===== src/rtl/tpu_pkg.sv =====
// Shared TPU types: the 80-bit instruction layout and its decode from raw bits.
`timescale 1ns/1ps
package tpu_pkg;

  localparam int INSTR_WIDTH    = 80;
  localparam int INSTR_SEGMENTS = 3;
  localparam int WORD_W         = 32;
  localparam int TAIL_W         = INSTR_WIDTH - 2 * WORD_W;

  typedef struct packed {
    logic [23:0] buffer_addr;
    logic [15:0] acc_addr;
    logic [31:0] length;
    logic [7:0]  opcode;
  } instr_type;

  typedef enum logic [1:0] {
    W0 = 2'd0,
    W1 = 2'd1,
    W2 = 2'd2
  } asm_state_t;

  function automatic instr_type bit_to_instr(input logic [INSTR_WIDTH-1:0] b);
    instr_type r;
    r.opcode      = b[7:0];
    r.length      = b[39:8];
    r.acc_addr    = b[55:40];
    r.buffer_addr = b[79:56];
    return r;
  endfunction

endpackage


===== src/rtl/instr_fifo.sv =====
// Synchronous FIFO of complete instructions; head entry is presented combinationally.
`timescale 1ns/1ps
module instr_fifo
  import tpu_pkg::*;
#(
  parameter int DEPTH = 4,
  parameter int WIDTH = INSTR_WIDTH
) (
  input  logic                     clk,
  input  logic                     rst_n,
  input  logic                     flush,
  input  logic                     push,
  input  logic [WIDTH-1:0]         wdata,
  input  logic                     pop,
  output logic [WIDTH-1:0]         rdata,
  output logic                     full,
  output logic                     empty,
  output logic [$clog2(DEPTH):0]   level
);

  localparam int AW = $clog2(DEPTH);
  localparam int LW = AW + 1;

  logic [WIDTH-1:0] r_mem [DEPTH];
  logic [AW-1:0]    r_wptr;
  logic [AW-1:0]    r_rptr;
  logic [LW-1:0]    r_level;
  logic             w_push;
  logic             w_pop;
  logic             w_clear;

  assign w_clear = !rst_n || flush;
  assign full    = (r_level == LW'(DEPTH));
  assign empty   = (r_level == '0);
  assign level   = r_level;
  assign w_push  = push && !full && !w_clear;
  assign w_pop   = pop && !empty && !w_clear;

  // Power-of-two depth lets the pointers wrap by natural overflow.
  always_ff @(posedge clk) begin
    if (w_clear) begin
      r_wptr  <= '0;
      r_rptr  <= '0;
      r_level <= '0;
    end else begin
      if (w_push) r_wptr <= r_wptr + AW'(1);
      if (w_pop)  r_rptr <= r_rptr + AW'(1);
      case ({w_push, w_pop})
        2'b10:   r_level <= r_level + LW'(1);
        2'b01:   r_level <= r_level - LW'(1);
        default: r_level <= r_level;
      endcase
    end
  end

  always_ff @(posedge clk) begin
    if (w_push) r_mem[r_wptr] <= wdata;
  end

  // Storage is never reset; masking the head when empty keeps the output zero.
  assign rdata = empty ? '0 : r_mem[r_rptr];

endmodule


===== src/rtl/instr_feeder.sv =====
// Assembles three 32-bit bus words into 80-bit instructions and queues them.
`timescale 1ns/1ps
module instr_feeder
  import tpu_pkg::*;
#(
  parameter int FIFO_DEPTH = 4
) (
  input  logic                          clk,
  input  logic                          rst_n,
  input  logic                          flush,
  input  logic [31:0]                   in_word,
  input  logic                          in_valid,
  output logic                          in_ready,
  output instr_type                     out_instr,
  output logic                          out_valid,
  input  logic                          out_ready,
  output logic [$clog2(FIFO_DEPTH):0]   fill_level
);

  asm_state_t               r_state;
  asm_state_t               w_state_nxt;
  logic [2*WORD_W-1:0]      r_asm;
  logic                     w_accept;
  logic                     w_push;
  logic                     w_pop;
  logic                     w_full;
  logic                     w_empty;
  logic [INSTR_WIDTH-1:0]   w_instr_bits;
  logic [INSTR_WIDTH-1:0]   w_head_bits;
  instr_type                w_instr;

  // in_ready depends only on state, fullness, reset and flush -- never on out_ready.
  always_comb begin
    in_ready = 1'b0;
    if (rst_n && !flush) begin
      in_ready = (r_state != W2) || !w_full;
    end
  end

  assign w_accept = in_valid && in_ready;
  assign w_push   = w_accept && (r_state == W2);
  assign w_pop    = out_valid && out_ready;

  always_comb begin
    w_state_nxt = r_state;
    if (flush) begin
      w_state_nxt = W0;
    end else if (w_accept) begin
      case (r_state)
        W0:      w_state_nxt = W1;
        W1:      w_state_nxt = W2;
        W2:      w_state_nxt = W0;
        default: w_state_nxt = W0;
      endcase
    end
  end

  always_ff @(posedge clk) begin
    if (!rst_n) r_state <= W0;
    else        r_state <= w_state_nxt;
  end

  // Partial words persist through any stall until the final segment arrives.
  always_ff @(posedge clk) begin
    if (!rst_n) begin
      r_asm <= '0;
    end else if (w_accept) begin
      if (r_state == W0) r_asm[WORD_W-1:0]        <= in_word;
      if (r_state == W1) r_asm[2*WORD_W-1:WORD_W] <= in_word;
    end
  end

  assign w_instr_bits = {in_word[TAIL_W-1:0], r_asm};
  assign w_instr      = bit_to_instr(w_instr_bits);

  instr_fifo #(
    .DEPTH (FIFO_DEPTH),
    .WIDTH (INSTR_WIDTH)
  ) u_fifo (
    .clk   (clk),
    .rst_n (rst_n),
    .flush (flush),
    .push  (w_push),
    .wdata (w_instr),
    .pop   (w_pop),
    .rdata (w_head_bits),
    .full  (w_full),
    .empty (w_empty),
    .level (fill_level)
  );

  assign out_valid = !w_empty;
  assign out_instr = w_head_bits;

endmodule


===== config.mk =====
export PLATFORM = sky130hd
export DESIGN_NAME = instr_feeder
export DESIGN_NICKNAME = d
export VERILOG_FILES = /design/src/rtl/tpu_pkg.sv /design/src/rtl/instr_fifo.sv /design/src/rtl/instr_feeder.sv
export SDC_FILE = /design/constraint.sdc
export NUM_CORES = 1
export LEC_CHECK = 0
export BUFFER_PORTS_ARGS = -buffer_cell sky130_fd_sc_hd__buf_2
export CAP_MARGIN = 0
export CORE_ASPECT_RATIO = 0.7
export CORE_MARGIN = 2
export CORE_UTILIZATION = 59
export DETAILED_ROUTE_END_ITERATION = 16
export PLACE_DENSITY = 0.87
export SYNTH_ARGS = -nofsm -noshare
export SYNTH_HDL_FRONTEND = slang
export SYNTH_SLANG_ARGS = --single-unit

===== constraint.sdc =====
create_clock -name clk -period 3.1 [get_ports clk]
set_clock_uncertainty 0.1 [all_clocks]
set_input_delay 0.775 -clock clk [delete_from_list [all_inputs] [get_ports clk]]
set_output_delay 0.775 -clock clk [all_outputs]
set_load 0.01 [all_outputs]

Word level (Yosys, flattened, before mapping)
Memory sizes are Yosys's and may differ from the RTL's. A register that Yosys moved wholly into a read port is not among the register bits.
Index checks and enable logic that the tools add are counted.
- input port bits: 37
- memories kept: 1
- bits in writable memories: 320
- register bits: 73
- logic and storage cells: 47
- latch bits: 0
- output and inout port bits: 85
- memory bits (read-only): 0
- div/mod/pow operators: 0
- $add $sub $neg: 4
- multiply operators: 0
- shifts and indexed selects: 0
- reduce and logical (&&, ||, !) cells: 21
- bitwise logic cells: 1
- mux-type cells: 8
- $lt $le $gt $ge: 0
- eq/ne operators: 6
- memories (memory ; words ; bits a word ; read ports ; clocked after Yosys merged registers in ; wr ports ; RTL line ; text):
    u_fifo.r_mem ; 4 ; 80 ; 1 ; 1 ; 1 ; instr_fifo.sv:24 ; logic [WIDTH-1:0] r_mem [DEPTH];
- operators by type and width (cell ; count):
    $mux 80 ; 1
    $logic_and 1x1->1 ; 8
    $pmux 3 s2 ; 1
    $logic_not 1->1 ; 5
    $add 2x1->2 const B ; 2
    $eq 2x1->1 const B ; 2
    $eq 2x2->1 const B ; 2
    $mux 2 ; 2
    $pmux 2 s2 ; 1
    $reduce_and 2->1 ; 2
    $add 3x1->3 const B ; 1
    $eq 3x3->1 const B ; 1
    $logic_not 3->1 ; 1
    $mux 1 ; 3
    $sub 3x1->3 const B ; 1
    $logic_not 2->1 ; 1
    $logic_or 1x1->1 ; 2
    $ne 2x2->1 const B ; 1
    $reduce_bool 2->1 ; 1
    $reduce_or 2->1 ; 1
    $not 1->1 ; 1

Logic depth before layout (Yosys ltp)
- word-level depth: 10
- mapped depth: 11
- mapped depth without buffers: 9

Hierarchy
Synthesis repeated with hierarchy kept, for this count alone.
- cell total of the unflattened synthesis: 865
- area total of the unflattened synthesis: 15177.1 µm²
- by module, submodules not included (module ; area each (µm²) ; times used ; sequential area each (µm²) ; cells each):
    instr_fifo ; 12728.5 ; 1 ; 9789.4 ; 562
    instr_feeder ; 2448.6 ; 1 ; 1321.3 ; 303

Worst setup path after synthesis
No wires, ideal clock.
- kind: in2reg
- start point: in rst_n
- end point: mem u_fifo.r_mem[0][0] in the netlist's numbering (enable)
- data required time: 2597 ps
- arrival time: 2402 ps
- buffers on the path: 2
- library setup time: 403 ps
- path slack: 195 ps
- stages: 5
- cells stage by stage: and3b_1 buf_2 and4b_1 buf_6 and2_2
- word-level cells in the longest chain between the ends: 8
- elaborated cells between the ends (all ways): 11
- classes of those cells: 3 x mux; 8 x reduce/logical
- RTL lines (item ; RTL line ; text):
    start, declared ; instr_feeder.sv:9 ; input logic rst_n,
    $logic_and 1x1->1 ; instr_feeder.sv:35 ; if (rst_n && !flush) begin
    $mux 1 ; instr_feeder.sv:35 ;
    $logic_and 1x1->1 ; instr_feeder.sv:40 ; assign w_accept = in_valid && in_ready;
    $logic_and 1x1->1 ; instr_feeder.sv:41 ; assign w_push = w_accept && (r_state == W2);
    $logic_and 1x1->1 ; instr_fifo.sv:36 ; assign w_push = push && !full && !w_clear;
    $logic_and 1x1->1 * ; instr_fifo.sv:36 ;
    $mux 1 * ; instr_fifo.sv:57 ; if (w_push) r_mem[r_wptr] <= wdata;
    $mux 1 (implied by the code) * ; instr_fifo.sv:57 ;
    end, declared ; instr_fifo.sv:24 ;
Every way passes the cells marked *; elsewhere a longest branch is shown, timed or not.

==> impl_metrics.csv <==
group,metric,value,unit
global_route,global_route.overflow_total,0,
global_route,number_of_antenna_violations_at_the_first_check_in_global_routing,4,
setup_path,cp_top_family,"multiplexers",
global_route,grt_most_used_layer,"met2",
setup_path,timing.rr.end,"u_fifo.level[2]",
finish,finalCoreUtilization,0.692,
timing,slew_at_the_pin_closest_to_its_max_slew_limit,773,ps
clock_network,cts.path.max_buffers,3,
run_status,status,"completed",
clock_network,worst_setup_hold_path_clk_slew,60,ps
finish,sequential_cell_area,0.0111,mm^2
clock_network,worst_skew_pair.late_latency,520,ps
pwr,peakVddDrop,515,uV
floorplan,io-pin-count,122,
worst_hold_path,hold_path.class,"reg -> reg",
setup_path,slack_of_the_worst_reg_to_reg_path,510,ps
logic_synthesis,synth_nets,909,
logic_synthesis,synthesis_warning_total,0,
floorplan,placementRows,49,
pwr,powerDensity,586,mW/mm^2
setup_path,arr_time_crit_path,2170,ps
clock_network,cts_tree,"yes",
global_route,gr_layer_usage_met3,0.0596,
clock_network,clock-sinks,395,
finish,proportion_of_layout_cells_with_a_drive_suffix_above_1,0.292,
route,antenna_violating_nets_post_route,0,
floorplan,fp.dieArea,0.0273,mm^2
setup_path,timing.setup.critical_path_class,"reg -> out",
global_route,groute.layer.met2.usage,0.369,
timing,fin_hold_ws,401,ps
placement,placement.io_buffers,121,
timing,post-route-worst-setup-slack,51.5,ps
global_route,number_of_global_route_vias_before_repair,8386,
placement,dp_hpwl,20.1,mm
setup_path,critPathRequiredTime,2220,ps
logic_synthesis,synth.cell_area,0.0153,mm^2
route,drt_pass1_iterations,5,
global_route,grt_pass1_wl,49.6,mm
logic_synthesis,synth_area_per_cell,17.7,um^2
setup_path,slowest_stage,"sky130_fd_sc_hd__mux4_2",
logic_synthesis,synth_largest_type_area_fraction,0.627,
global_route,grt_util_all_layers,0.245,
setup_path,crit_cells,4,
route,route.detailed.wl_per_inst,24.2,um
placement,gp_routability_congestion,0.806,
route,drc_errors_left,0,
placement,numPlacedInstances,1282,
setup_path,worstPathMaxFanout,10,
timing,layout_worst_path_cycle_share,0.983,
finish,fillCellCount,1551,
setup_path,critical_path.n_buffers_inverters,2,
floorplan,die_h,139,um
pwr,power.static_leakage,5.71,nW
clock_network,quantity_of_hold_fixing_buffers_added_after_cts,0,
floorplan,dieWidth,197,um
global_route,grt_start_max_net_pins,94,
route,post_drt_via_cell_ratio,6.14,
finish,finalNonFillerCells,1356,
floorplan,placeableCoreArea,0.0256,mm^2
timing,hold_viol,0,
route,wl,32.8,mm
flow_run,drv_cap,0,
finish,finalNetCount,1036,
clock_network,cts_buffers,37,
logic_synthesis,synth_top_cells_by_area,"sky130_fd_sc_hd__edfxtp_1 63%, sky130_fd_sc_hd__mux4_2 12%, sky130_fd_sc_hd__dfxtp_1 9.8%, sky130_fd_sc_hd__and2_1 3.3%, sky130_fd_sc_hd__a21boi_0 3.1%",
global_route,grt_util_met1,0.361,
logic_synthesis,synth.lib_cells_used.distinct,40,
timing,slew_viol_final,0,
route,vias,8323,
floorplan,starting_density_of_the_core,0.599,
logic_synthesis,postSynthCellCount,866,
logic_synthesis,synth_top_cell_by_area,"sky130_fd_sc_hd__edfxtp_1",
logic_synthesis,synth.yosys.seq_area_share,0.725,
timing,grt_setup_unrepaired,"true",
timing,max_freq,328,MHz
timing,layout_min_cycle_time,3050,ps
timing,worst_slew_margin_rel,0.485,
setup_path,worstSetupEndpoint,"out_instr[54]",
placement,pre_cts_ws,273,ps
finish,area_growth,15.5,%
setup_path,critical_path.reg2reg.startpoint,"u_fifo.level[2]",
setup_path,crit_path_cells,"buf_4 > mux4_2 > and2_1 > buf_2",
clock_network,cts.root.buffer_cell,"sky130_fd_sc_hd__clkbuf_16",
setup_path,r2r.worst_path.cells,9,
timing,finalSetupViolations,0,
setup_path,critical_path_source_type,"flip-flop",
clock_network,cts_htree_levels,2,
finish,multi_input_comb_area,0.00392,mm^2
route,starting_drt_drc_count,1097,
logic_synthesis,yosys_register_bits,395,
setup_path,timing.critical_path.to_type,"output pin",
setup_path,critical-path-max-stage-delay,580,ps
layer usage:
metal,wire (um),vias up
met4,834,2
met1,12700,4164
met2,15300,463
li1,-,3630
met3,3970,64
met5,7,-
per-stage QoR:
| stage | total power, mW | cell area (um^2) | TNS (ps) |
|---|---|---|---|
| after floorplan | 5.91 | 15300 | 0 |
| after global placement | 6.00 | 16400 | 0 |
| after detailed placement | 6.01 | 16400 | 0 |
| after CTS | 10.4 | 17700 | 0 |
| after global routing | 10.6 | 17700 | -68.8 |
| final | 10.4 | 17700 | 0 |
Yosys cell counts:
cell type and count:
sky130_fd_sc_hd__edfxtp_1 320, sky130_fd_sc_hd__and2_1 80, sky130_fd_sc_hd__mux4_2 80, sky130_fd_sc_hd__dfxtp_1 75, sky130_fd_sc_hd__a21boi_0 63, sky130_fd_sc_hd__clkbuf_1 45, sky130_fd_sc_hd__o21ai_0 33, sky130_fd_sc_hd__and3_1 32
sky130_fd_sc_hd__nand3_1 32, sky130_fd_sc_hd__o21a_1 32, sky130_fd_sc_hd__buf_2 13, sky130_fd_sc_hd__nor2_1 11, sky130_fd_sc_hd__inv_1 7, sky130_fd_sc_hd__a21oi_1 5, sky130_fd_sc_hd__ha_1 5, sky130_fd_sc_hd__and2_2 4
sky130_fd_sc_hd__xor2_1 4, sky130_fd_sc_hd__buf_1 2, sky130_fd_sc_hd__buf_6 2, sky130_fd_sc_hd__a21boi_1 1, sky130_fd_sc_hd__and3b_1 1, sky130_fd_sc_hd__and4b_1 1, sky130_fd_sc_hd__and4bb_2 1, sky130_fd_sc_hd__clkbuf_2 1
sky130_fd_sc_hd__fa_1 1, sky130_fd_sc_hd__mux2_4 1, sky130_fd_sc_hd__mux2i_1 1, sky130_fd_sc_hd__nand2_1 1, sky130_fd_sc_hd__nand2b_1 1, sky130_fd_sc_hd__nand3b_1 1, sky130_fd_sc_hd__nor2b_1 1, sky130_fd_sc_hd__nor3_1 1
sky130_fd_sc_hd__nor3b_1 1, sky130_fd_sc_hd__o211a_1 1, sky130_fd_sc_hd__o311ai_0 1, sky130_fd_sc_hd__o31ai_1 1, sky130_fd_sc_hd__or2_2 1, sky130_fd_sc_hd__or3_1 1, sky130_fd_sc_hd__or3_2 1, sky130_fd_sc_hd__or3b_1 1
final cells by class:
class / count / area share
antenna: 3 / 0.000424
timing repair buffer: 151 / 0.0562
clock buffer: 51 / 0.0611
multi-input combinational: 401 / 0.222
tap: 331 / 0.0234
inverter: 7 / 0.00148
sequential: 395 / 0.628
clock inverter: 17 / 0.00749
cell families (layout without fill, tap and decap cells):
kind of cell    after synthesis  count (layout)  synth area share
buf+inv                      70             226            0.0193
other cells                   0               3                 0
simple gates                172             172            0.0672
flops                       395             395             0.725
xor+xnor                      4               4           0.00229
fa+ha+maj                     6               6           0.00539
compound gates              137             137            0.0612
mux                          82              82             0.119
cells in the final DEF, fill, tap and decap left out, types with 2 or more instances in the layout:
cell type                   netlist  final
sky130_fd_sc_hd__and2_1          80     79
sky130_fd_sc_hd__ha_1             5      5
sky130_fd_sc_hd__xor2_1           4      4
sky130_fd_sc_hd__and3_1          32     32
sky130_fd_sc_hd__inv_1            7      7
sky130_fd_sc_hd__a21oi_1          5      5
sky130_fd_sc_hd__o21a_1          32     32
sky130_fd_sc_hd__dfxtp_4          0      2
sky130_fd_sc_hd__nand3_1         32     32
sky130_fd_sc_hd__clkinv_1         0      8
sky130_fd_sc_hd__mux4_2          80     80
sky130_fd_sc_hd__buf_2           13    120
sky130_fd_sc_hd__buf_12           0     11
sky130_fd_sc_hd__nor2_1          11     10
sky130_fd_sc_hd__buf_4            0     18
sky130_fd_sc_hd__or3_2            1      2
sky130_fd_sc_hd__clkbuf_1        45      6
sky130_fd_sc_hd__o21ai_0         33     33
sky130_fd_sc_hd__and2_4           0      5
sky130_fd_sc_hd__clkbuf_8         0      6
sky130_fd_sc_hd__clkbuf_16        0     39
sky130_fd_sc_hd__clkinv_2         0      5
sky130_fd_sc_hd__dfxtp_1         75     73
sky130_fd_sc_hd__diode_2          0      3
sky130_fd_sc_hd__bufinv_16        0      2
sky130_fd_sc_hd__a21boi_0        63     63
sky130_fd_sc_hd__edfxtp_1       320    320
how the worst min path moves through the flow:
| stage | start | end | slack (ps) | depth (start not counted) |
|---|---|---|---|---|
| detailed placement | r_asm[46] | u_fifo.r_mem[1][46] | 380 | 0 |
| finish | r_asm[39] | u_fifo.r_mem[3][39] | 400 | 0 |
| global route | in_word[2] | u_fifo.r_mem[1][66] | 410 | 1 |
| CTS | r_asm[46] | u_fifo.r_mem[0][46] | 400 | 0 |
| global placement | r_asm[54] | u_fifo.r_mem[2][54] | 370 | 0 |
| floorplan | r_asm[32] | u_fifo.r_mem[0][32] | 350 | 0 |
state kept, by name, indices dropped and copies added (netlist names), named ones only:
| register | flops |
|---|---|
| u_fifo.r_mem | 320 |
| u_fifo.r_rptr | 2 |
| u_fifo.level | 3 |
| r_state | 2 |
| u_fifo.r_wptr | 2 |
| r_asm | 64 |
worst register-to-register path, cell delays in order, from the launching register on:
cell and delay (ps):
sky130_fd_sc_hd__dfxtp_1 430, sky130_fd_sc_hd__or3b_1 420, sky130_fd_sc_hd__and4b_1 220, sky130_fd_sc_hd__inv_1 60, sky130_fd_sc_hd__ha_1 170, sky130_fd_sc_hd__inv_1 60
sky130_fd_sc_hd__fa_1 370, sky130_fd_sc_hd__xor2_1 160, sky130_fd_sc_hd__or3_2 410, sky130_fd_sc_hd__a21oi_1 140
what timing repair did:
item,4_1_cts,5_1_grt
pin swaps,0,0
endpoints found under the setup margin,27,27
gates resized for setup,0,3
setup buffers,2,1
where the power goes:
group	switching (mW)	internal [mW]	leakage (nW)	total [mW]
Clock	1.86	2.61	0.600	4.47
Sequential	0.0268	5.70	3.14	5.73
Combinational	0.124	0.0510	1.97	0.175
No activity file was read; power rests on OpenSTA's default activity.
